$ cat config.mk
export PLATFORM = sky130hd
export DESIGN_NAME = controle_unit
export DESIGN_NICKNAME = d
export VERILOG_FILES = /design/src/rtl/controle_unit.sv
export SDC_FILE = /design/constraint.sdc
export NUM_CORES = 1
export LEC_CHECK = 0
export CORE_MARGIN = 8
export CORE_UTILIZATION = 40
export DETAILED_ROUTE_END_ITERATION = 6
export PLACE_DENSITY = 0.84
export SYNTH_ARGS = -nofsm -noshare
export SYNTH_HDL_FRONTEND = slang
export SYNTH_SLANG_ARGS = --single-unit
$ cat constraint.sdc
create_clock -name clk -period 1.3 [get_ports clk]
set_clock_uncertainty 0.05 [all_clocks]
set_input_delay 0.195 -clock clk [delete_from_list [all_inputs] [get_ports clk]]
set_output_delay 0.195 -clock clk [all_outputs]
set_load 0.05 [all_outputs]
$ cat src/rtl/controle_unit.sv
// Instruction decoder: turns one 32-bit instruction into a packed control
// word, registered with one cycle of latency.
module controle_unit (
   input  logic        clk,
   input  logic        rst,
   input  logic [31:0] instruction,
   output logic [31:0] output_controle
);

   localparam logic [5:0]  OP_LOAD   = 6'b000110;
   localparam logic [5:0]  OP_ALU    = 6'b000101;
   localparam logic [5:0]  FUNCT_ALU = 6'b100000;
   localparam logic [31:0] WORD_ILL  = 32'h4000_0000;

   logic [5:0]  opcode;
   logic [4:0]  field_a;
   logic [4:0]  src_a;
   logic [4:0]  src_b;
   logic [4:0]  alu_dst;
   logic [5:0]  funct;
   logic [15:0] imm;

   assign opcode  = instruction[31:26];
   assign field_a = instruction[25:21];
   assign src_a   = instruction[20:16];
   assign src_b   = instruction[15:11];
   assign alu_dst = instruction[10:6];
   assign funct   = instruction[5:0];
   assign imm     = instruction[15:0];

   logic [2:0]  alu_op;
   logic        alu_sel_ok;
   logic        is_load;
   logic        is_alu;
   logic [31:0] ctrl_d;
   logic [31:0] ctrl_q;

   always_comb begin
      alu_op     = 3'b000;
      alu_sel_ok = 1'b1;
      case (field_a)
         5'b00100: alu_op = 3'b001;
         5'b00101: alu_op = 3'b010;
         5'b00110: alu_op = 3'b011;
         5'b00111: alu_op = 3'b100;
         5'b01000: alu_op = 3'b101;
         default:  alu_sel_ok = 1'b0;
      endcase
   end

   assign is_load = (opcode == OP_LOAD);
   assign is_alu  = (opcode == OP_ALU) && (funct == FUNCT_ALU)
                    && alu_sel_ok;

   // Word layout: valid, illegal, reg_write, imm_sel, alu_op, 4'b0, dest, operands
   always_comb begin
      ctrl_d = WORD_ILL;
      unique case (1'b1)
         is_load: ctrl_d = {1'b1, 1'b0, 1'b1, 1'b1, 3'b000, 4'b0000,
                            field_a, imm};
         is_alu:  ctrl_d = {1'b1, 1'b0, 1'b1, 1'b0, alu_op, 4'b0000,
                            alu_dst, src_a, src_b, 6'b000000};
         default: ctrl_d = WORD_ILL;
      endcase
   end

   always_ff @(posedge clk or posedge rst) begin
      if (rst) begin
         ctrl_q <= 32'h0000_0000;
      end else begin
         ctrl_q <= ctrl_d;
      end
   end

   assign output_controle = ctrl_q;

endmodule

==> results by group, run 1 <==
Outcome
  • Status: completed

Power and ir drop
  • Worst vdd ir: 533 uV
  • Sw frac: 0.263
  • Clock share of power: 0.251
  • Switch Pwr: 395 uW
  • Pleak: 0.00111 uW
  • Int Power: 1110 uW
  • Pwr Density: 658 nW/um2
  • Sequential share of power: 0.565
  • Logic pwr share: 0.183

GRT
  • Antenna violations before repair: 1
  • First-pass GRT wire length: 6.82 mm
  • Largest net degree at the start of global routing: 28
  • GRT overflow: 0
  • Vias in the first global route: 1142
  • Global Route Usage Sum: 0.180

Drt
  • Drt pass-1 iters: 5
  • Total number of vias: 1048
  • DRC: 0
  • WL/cell: 23.0 um
  • Average via count per standard cell: 5.49
  • Detailed Route WL: 4.39 mm
  • Initial DRC Count: 74
  • Post-detailed-route count of antenna-violating nets: 0

Synthesis
  • Main synth FF type: dfrtp_1
  • Share of flip-flops with an asynchronous set or reset: 1.00
  • Syn_area_per_cell: 14.2 um2
  • Synth Area in Adders: 0
  • Simple-Gate Fraction of Synth Area: 0.140
  • Compound-Gate Fraction of Synth Area: 0.157
  • Main combinational cell family by area after synthesis: compound AO/OA/AOI/OAI gates
  • Cell count after synthesis: 81
  • EDFF count, synth: 0
  • Synth Area in XOR/XNOR: 0.00759
  • Post-synthesis mux area share: 0
  • Netlist Area Pre-Place: 1150 um2
  • Register area share after synthesis: 0.586
  • Yosys warns: 0
  • Synth cell types: 24
  • Flops & latches, synth: 27

Clocking
  • Worst-path clk slew: 0.15 ns
  • CTS Hold Buffers Added: 0
  • Clk sinks: 27
  • H-tree depth: 1
  • Clock buffer count from CTS: 3
  • Clock Tree Buf Depth: 2
  • CTS tree: yes
  • Root Driver: clkbuf_4

Floorplan
  • Die ar.: 4860 um2
  • Chip Width: 69.7 um
  • Chip height: 69.7 um
  • Starting Density: 0.418
  • Core area: 2760 um2
  • # rows: 19
  • I/O pin cnt: 66

Worst setup path
  • Crit path capture type: flip-flop
  • CP max FO: 4
  • Crit path DAT: 1.52 ns
  • CP startpoint kind: input pin
  • Critical Path RT: 1.53 ns
  • Setup CP Type: in2reg

Finish
  • Final instance area: 2280 um2
  • Fin nets: 194
  • Final Core Density: 0.827
  • Post-Layout Cell Count: 191
  • Area Growth Syn to Fin: 97.7%
  • Layout cell share with drive strength beyond 1: 0.447
  • Largest register FFs: 27

Placed design
  • Inst Count DP: 178
  • Post-DP HPWL: 3.20 mm
  • Placed cell areas: 2120 um2
  • Port Buffers: 61
  • GPL Wtd Cong: 0.785

STA
  • Crit path time final: 1.29 ns
  • Setup violators final: 0
  • F_max: 774 MHz
  • Final hold vios: 0
  • WHS: 0.0881 ns
  • Tcrit/Tclk final: 0.994
  • Sum of negative setup slack: 0 ns
  • Max Transition Viols Final: 0

Job
  • Max-cap violations: 0

Min path
  • Worst hold path class: in2reg
cell families after synthesis:
group / count (synthesis)
AOI/OAI and AO/OA: 18
xor gates and xnor gates: 1
buffers and inverters: 14
DFF: 27
other: 1
and+or+nand+nor: 20
layer usage:
| layer | share of wire | global-route usage |
|---|---|---|
| met4 | 0.027 | 0.107 |
| met2 | 0.53 | 0.308 |
| met5 | 0 | 0 |
| met1 | 0.39 | 0.194 |
| met3 | 0.059 | 0.0443 |
path summary, 6_finish.rpt:
kind                                                  to  cells past startpoint       startpoint  slack (ns)
worst max-delay path        output_controle[7]$_DFF_PP0_                      6  instruction[31]       0.008
worst min-delay path        output_controle[4]$_DFF_PP0_                      2   instruction[4]        0.09
max in group asynchronous  output_controle[13]$_DFF_PP0_                      3              rst        0.92
min in group asynchronous  output_controle[29]$_DFF_PP0_                      3              rst        0.13
power groups by stage:
| stage | clock network [uW] | registers [uW] | logic, uW |
|---|---|---|---|
| global placement | 0 | 864 | 264 |
| CTS | 368 | 849 | 267 |
| detailed placement | 0 | 865 | 274 |
| finish | 377 | 849 | 275 |
| global route | 428 | 850 | 292 |
| floorplan | 0 | 878 | 90.5 |
stage by stage:
stage,total power (uW),setup slack [ns]
floorplan,969,0.0792
global placement,1130,-0.352
detailed placement,1140,-0.437
CTS,1480,0.00397
global route,1570,-0.00704
finish,1500,0.00763
repair_timing:
item                       in CTS  in global routing
setup endpoints to repair      22                 17
buffers inserted                4                  2
resized for setup              26                 10
pin swaps                      14                  5
cloned                          2                  0
layout by cell type (no fill, tap or decap), types with 2 or more instances in the layout:
cell type,Yosys,final
conb_1,1,4
inv_1,2,2
clkbuf_2,0,2
clkdlybuf4s15_1,0,4
a32o_1,7,7
and2_1,6,6
nor3_1,3,2
nor4b_4,1,3
dfrtp_1,27,27
clkbuf_4,0,3
buf_6,2,3
dlygate4sd2_1,0,9
dlymetal6s2s_1,0,2
buf_4,7,14
clkdlybuf4s50_1,0,16
buf_12,1,31
a32o_2,8,8
critical path: stages:
cell and delay (ns):
clkdlybuf4s15_1 0.20, nor4b_4 0.33, and4_4 0.29, buf_6 0.10, bufbuf_16 0.23, a32o_2 0.16
synth_stat cells (2+ instances only):
cell | count | share of area
dfrtp_1 | 27 | 0.59
and2_1 | 6 | 0.033
inv_1 | 2 | 0.0065
a32o_1 | 7 | 0.061
nor4b_2 | 2 | 0.026
a32o_2 | 8 | 0.078
and4_1 | 2 | 0.015
buf_6 | 2 | 0.020
nor3_1 | 3 | 0.013
buf_4 | 7 | 0.046
nor2b_1 | 2 | 0.011
area by class of cell:
cell class,count,area [um2]
timing repair buffer,83,1130
inverter,2,7.51
antenna,1,2.50
clock buffer,4,26.3
fill,136,477
multi-input combinational,43,397
tap,31,38.8
sequential,27,676
(Power assumes the default switching activity.)
==> run 2: changes to the inputs <==
--- a/config.mk
+++ b/config.mk
@@ -7,7 +7,9 @@
 export LEC_CHECK = 0
 export CORE_MARGIN = 8
 export CORE_UTILIZATION = 40
+export CTS_CLUSTER_DIAMETER = 150
 export DETAILED_ROUTE_END_ITERATION = 6
+export MAX_ROUTING_LAYER = met4
 export PLACE_DENSITY = 0.84
 export SYNTH_ARGS = -nofsm -noshare
 export SYNTH_HDL_FRONTEND = slang
==> constraint.sdc (replaced) <==
create_clock -name clk -period 1.5 [get_ports clk]
set_clock_uncertainty 0.05 [all_clocks]
set_input_delay 0.225 -clock clk [delete_from_list [all_inputs] [get_ports clk]]
set_output_delay 0.225 -clock clk [all_outputs]
set_load 0.05 [all_outputs]
==> results by group, run 2 (synthesized netlist as in run 1, its figures left out) <==
Clocking
  • Setup bufs post-CTS: 0
  • H-tree depth: 1
  • Clock buffer count from CTS: 3
  • Root Driver: clkbuf_4
  • Clock Tree Buf Depth: 2
  • CTS tree: yes
  • CTS resizes: 0
  • Worst-path clk slew: 0.16 ns
  • Clk sinks: 27
  • CTS Hold Buffers Added: 0

Worst setup path
  • Setup CP Type: in2reg
  • Slowest CP cell: clkdlybuf4s50_1
  • CP startpoint kind: input pin
  • Max incr delay on CP: 0.45 ns
  • Crit-path cells: clkdlybuf4s50_1 > nor4b_2 > and4_1 > buf_12 > and4_1
  • Crit path DAT: 1.64 ns
  • Crit path capture type: flip-flop
  • Bufs and invs on worst path: 2
  • Crit path top cell by count: and4_1
  • Crit-path leading delay family: simple AND/OR/NAND/NOR gates
  • Critical Path RT: 1.72 ns
  • CP max FO: 18

Power and ir drop
  • Pwr Density: 673 nW/um2
  • Design Power: 1280 uW
  • Pleak: 0.000944 uW
  • Worst vdd ir: 556 uV

STA
  • Final hold vios: 0
  • Setup violators final: 0
  • Tcrit/Tclk final: 0.944
  • Final worst slack: 0.0847 ns
  • RSZ-0062 raised after global routing: false
  • F_max: 707 MHz
  • Sum of negative setup slack: 0 ns
  • Crit path time final: 1.42 ns
  • Max Transition Viols Final: 0

Finish
  • Area Growth Syn to Fin: 65.5%
  • Commonest non-fill, non-tap cells in the layout: 33 x clkdlybuf4s50_1, 32 x buf_4, 27 x dfrtp_1, 11 x buf_12, 8 x a32o_2
  • Layout cell share with drive strength beyond 1: 0.388
  • Final instance area: 1910 um2
  • Most common cell after layout, fill and taps aside: clkdlybuf4s50_1
  • Fillers: 198
  • Largest register FFs: 27
  • Fin nets: 187
  • # diodes: 0

GRT
  • Antenna violations before repair: 0
  • First-pass GRT wire length: 5.58 mm
  • GRT overflow: 0
  • Global Route Usage Sum: 0.146
  • Largest net degree at the start of global routing: 28
  • Vias in the first global route: 1059

Drt
  • DRT met1 WL: 1.29 mm
  • Drt pass-1 iters: 4
  • Top Metal Used: met4
  • Total number of vias: 960
  • WL/cell: 19.0 um
  • Met3 WL: 229 um
  • DRC: 0
  • Wire length on met2: 1.84 mm
  • Detailed Route WL: 3.49 mm
  • Post-detailed-route count of antenna-violating nets: 0
  • Average via count per standard cell: 5.25
  • Initial DRC Count: 58

Floorplan
  • Chip Width: 69.7 um
  • Core area: 2760 um2
  • Chip height: 69.7 um
  • Die ar.: 4860 um2
  • Starting Density: 0.418
  • I/O pin cnt: 66
  • # rows: 19

Min path
  • Worst hold path class: in2async

Outcome
  • Status: completed

Placed design
  • Setup WS pre-CTS: -0.236 ns
  • Port Buffers: 61
  • Post-DP HPWL: 2.80 mm
  • GPL Wtd Cong: 0.779
  • Placed cell areas: 1880 um2

Job
  • Max-cap violations: 0
==> run 2: cell types whose count changed in the layout (fill, tap and decap cells not counted), sizes merged <==
cell	previous run	this run
dlygate4sd2	9	0
bufbuf	1	0
diode	1	0
clkdlybuf4s15	4	0
clkinvlp	0	1
dlymetal6s2s	2	0
buf	49	43
clkbuf	6	3
clkdlybuf4s50	16	33
==> run 2: report_power, final <==
part	switching, uW	internal, uW	total [uW]	leakage, uW
sequential	1.81	732	734	0.000372
combinational	107	119	226	0.000559
clock	223	102	325	0.0000139
total	332	953	1280	0.000944
==> run 2: tightest hold or removal path: stages <==
cell             delay [ns]
clkdlybuf4s50_1        0.40
inv_1                  0.05
buf_4                  0.32
==> run 2: cell type report <==
cell class                 count  area (um2)  share of cell area
multi-input combinational     43         367               0.192
inverter                       2        7.51             0.00393
timing repair buffer          76         791               0.414
tap                           31        38.8              0.0203
sequential                    27         676               0.354
clock buffer                   3        22.5              0.0118
clock inverter                 1        7.51             0.00393
==> run 2: per-stage QoR <==
step,cells,hold WS (ns),util
finish,183,0.192,0.692
global route,183,0.224,0.692
CTS,183,0.194,0.692
detailed placement,179,0.578,0.681
global placement,179,0.556,0.681
floorplan,84,0.228,-
==> run 2: layer usage <==
metal | track usage | vias up
met5 | - | -
met2 | 0.239 | 39
met1 | 0.155 | 478
met4 | 0.0960 | 0
li1 | - | 435
met3 | 0.0329 | 8
==> run 2: path summary, 6_finish.rpt <==
check	start	endpoint	cells after the start
max	instruction[27]	output_controle[26]$_DFF_PP0_	5
min	rst	output_controle[30]$_DFF_PP0_	3
max in group asynchronous	rst	output_controle[3]$_DFF_PP0_	3
min in group clk	instruction[5]	output_controle[5]$_DFF_PP0_	2
==> run 3: changes to the inputs <==
--- a/config.mk
+++ b/config.mk
@@ -5,6 +5,7 @@
 export SDC_FILE = /design/constraint.sdc
 export NUM_CORES = 1
 export LEC_CHECK = 0
+export ABC_CLOCK_PERIOD_IN_PS = 1500
 export CORE_MARGIN = 8
 export CORE_UTILIZATION = 40
 export CTS_CLUSTER_DIAMETER = 150
==> results of run 3 <==
No change in the layout: final DEF, timing and power equal those of run 2.
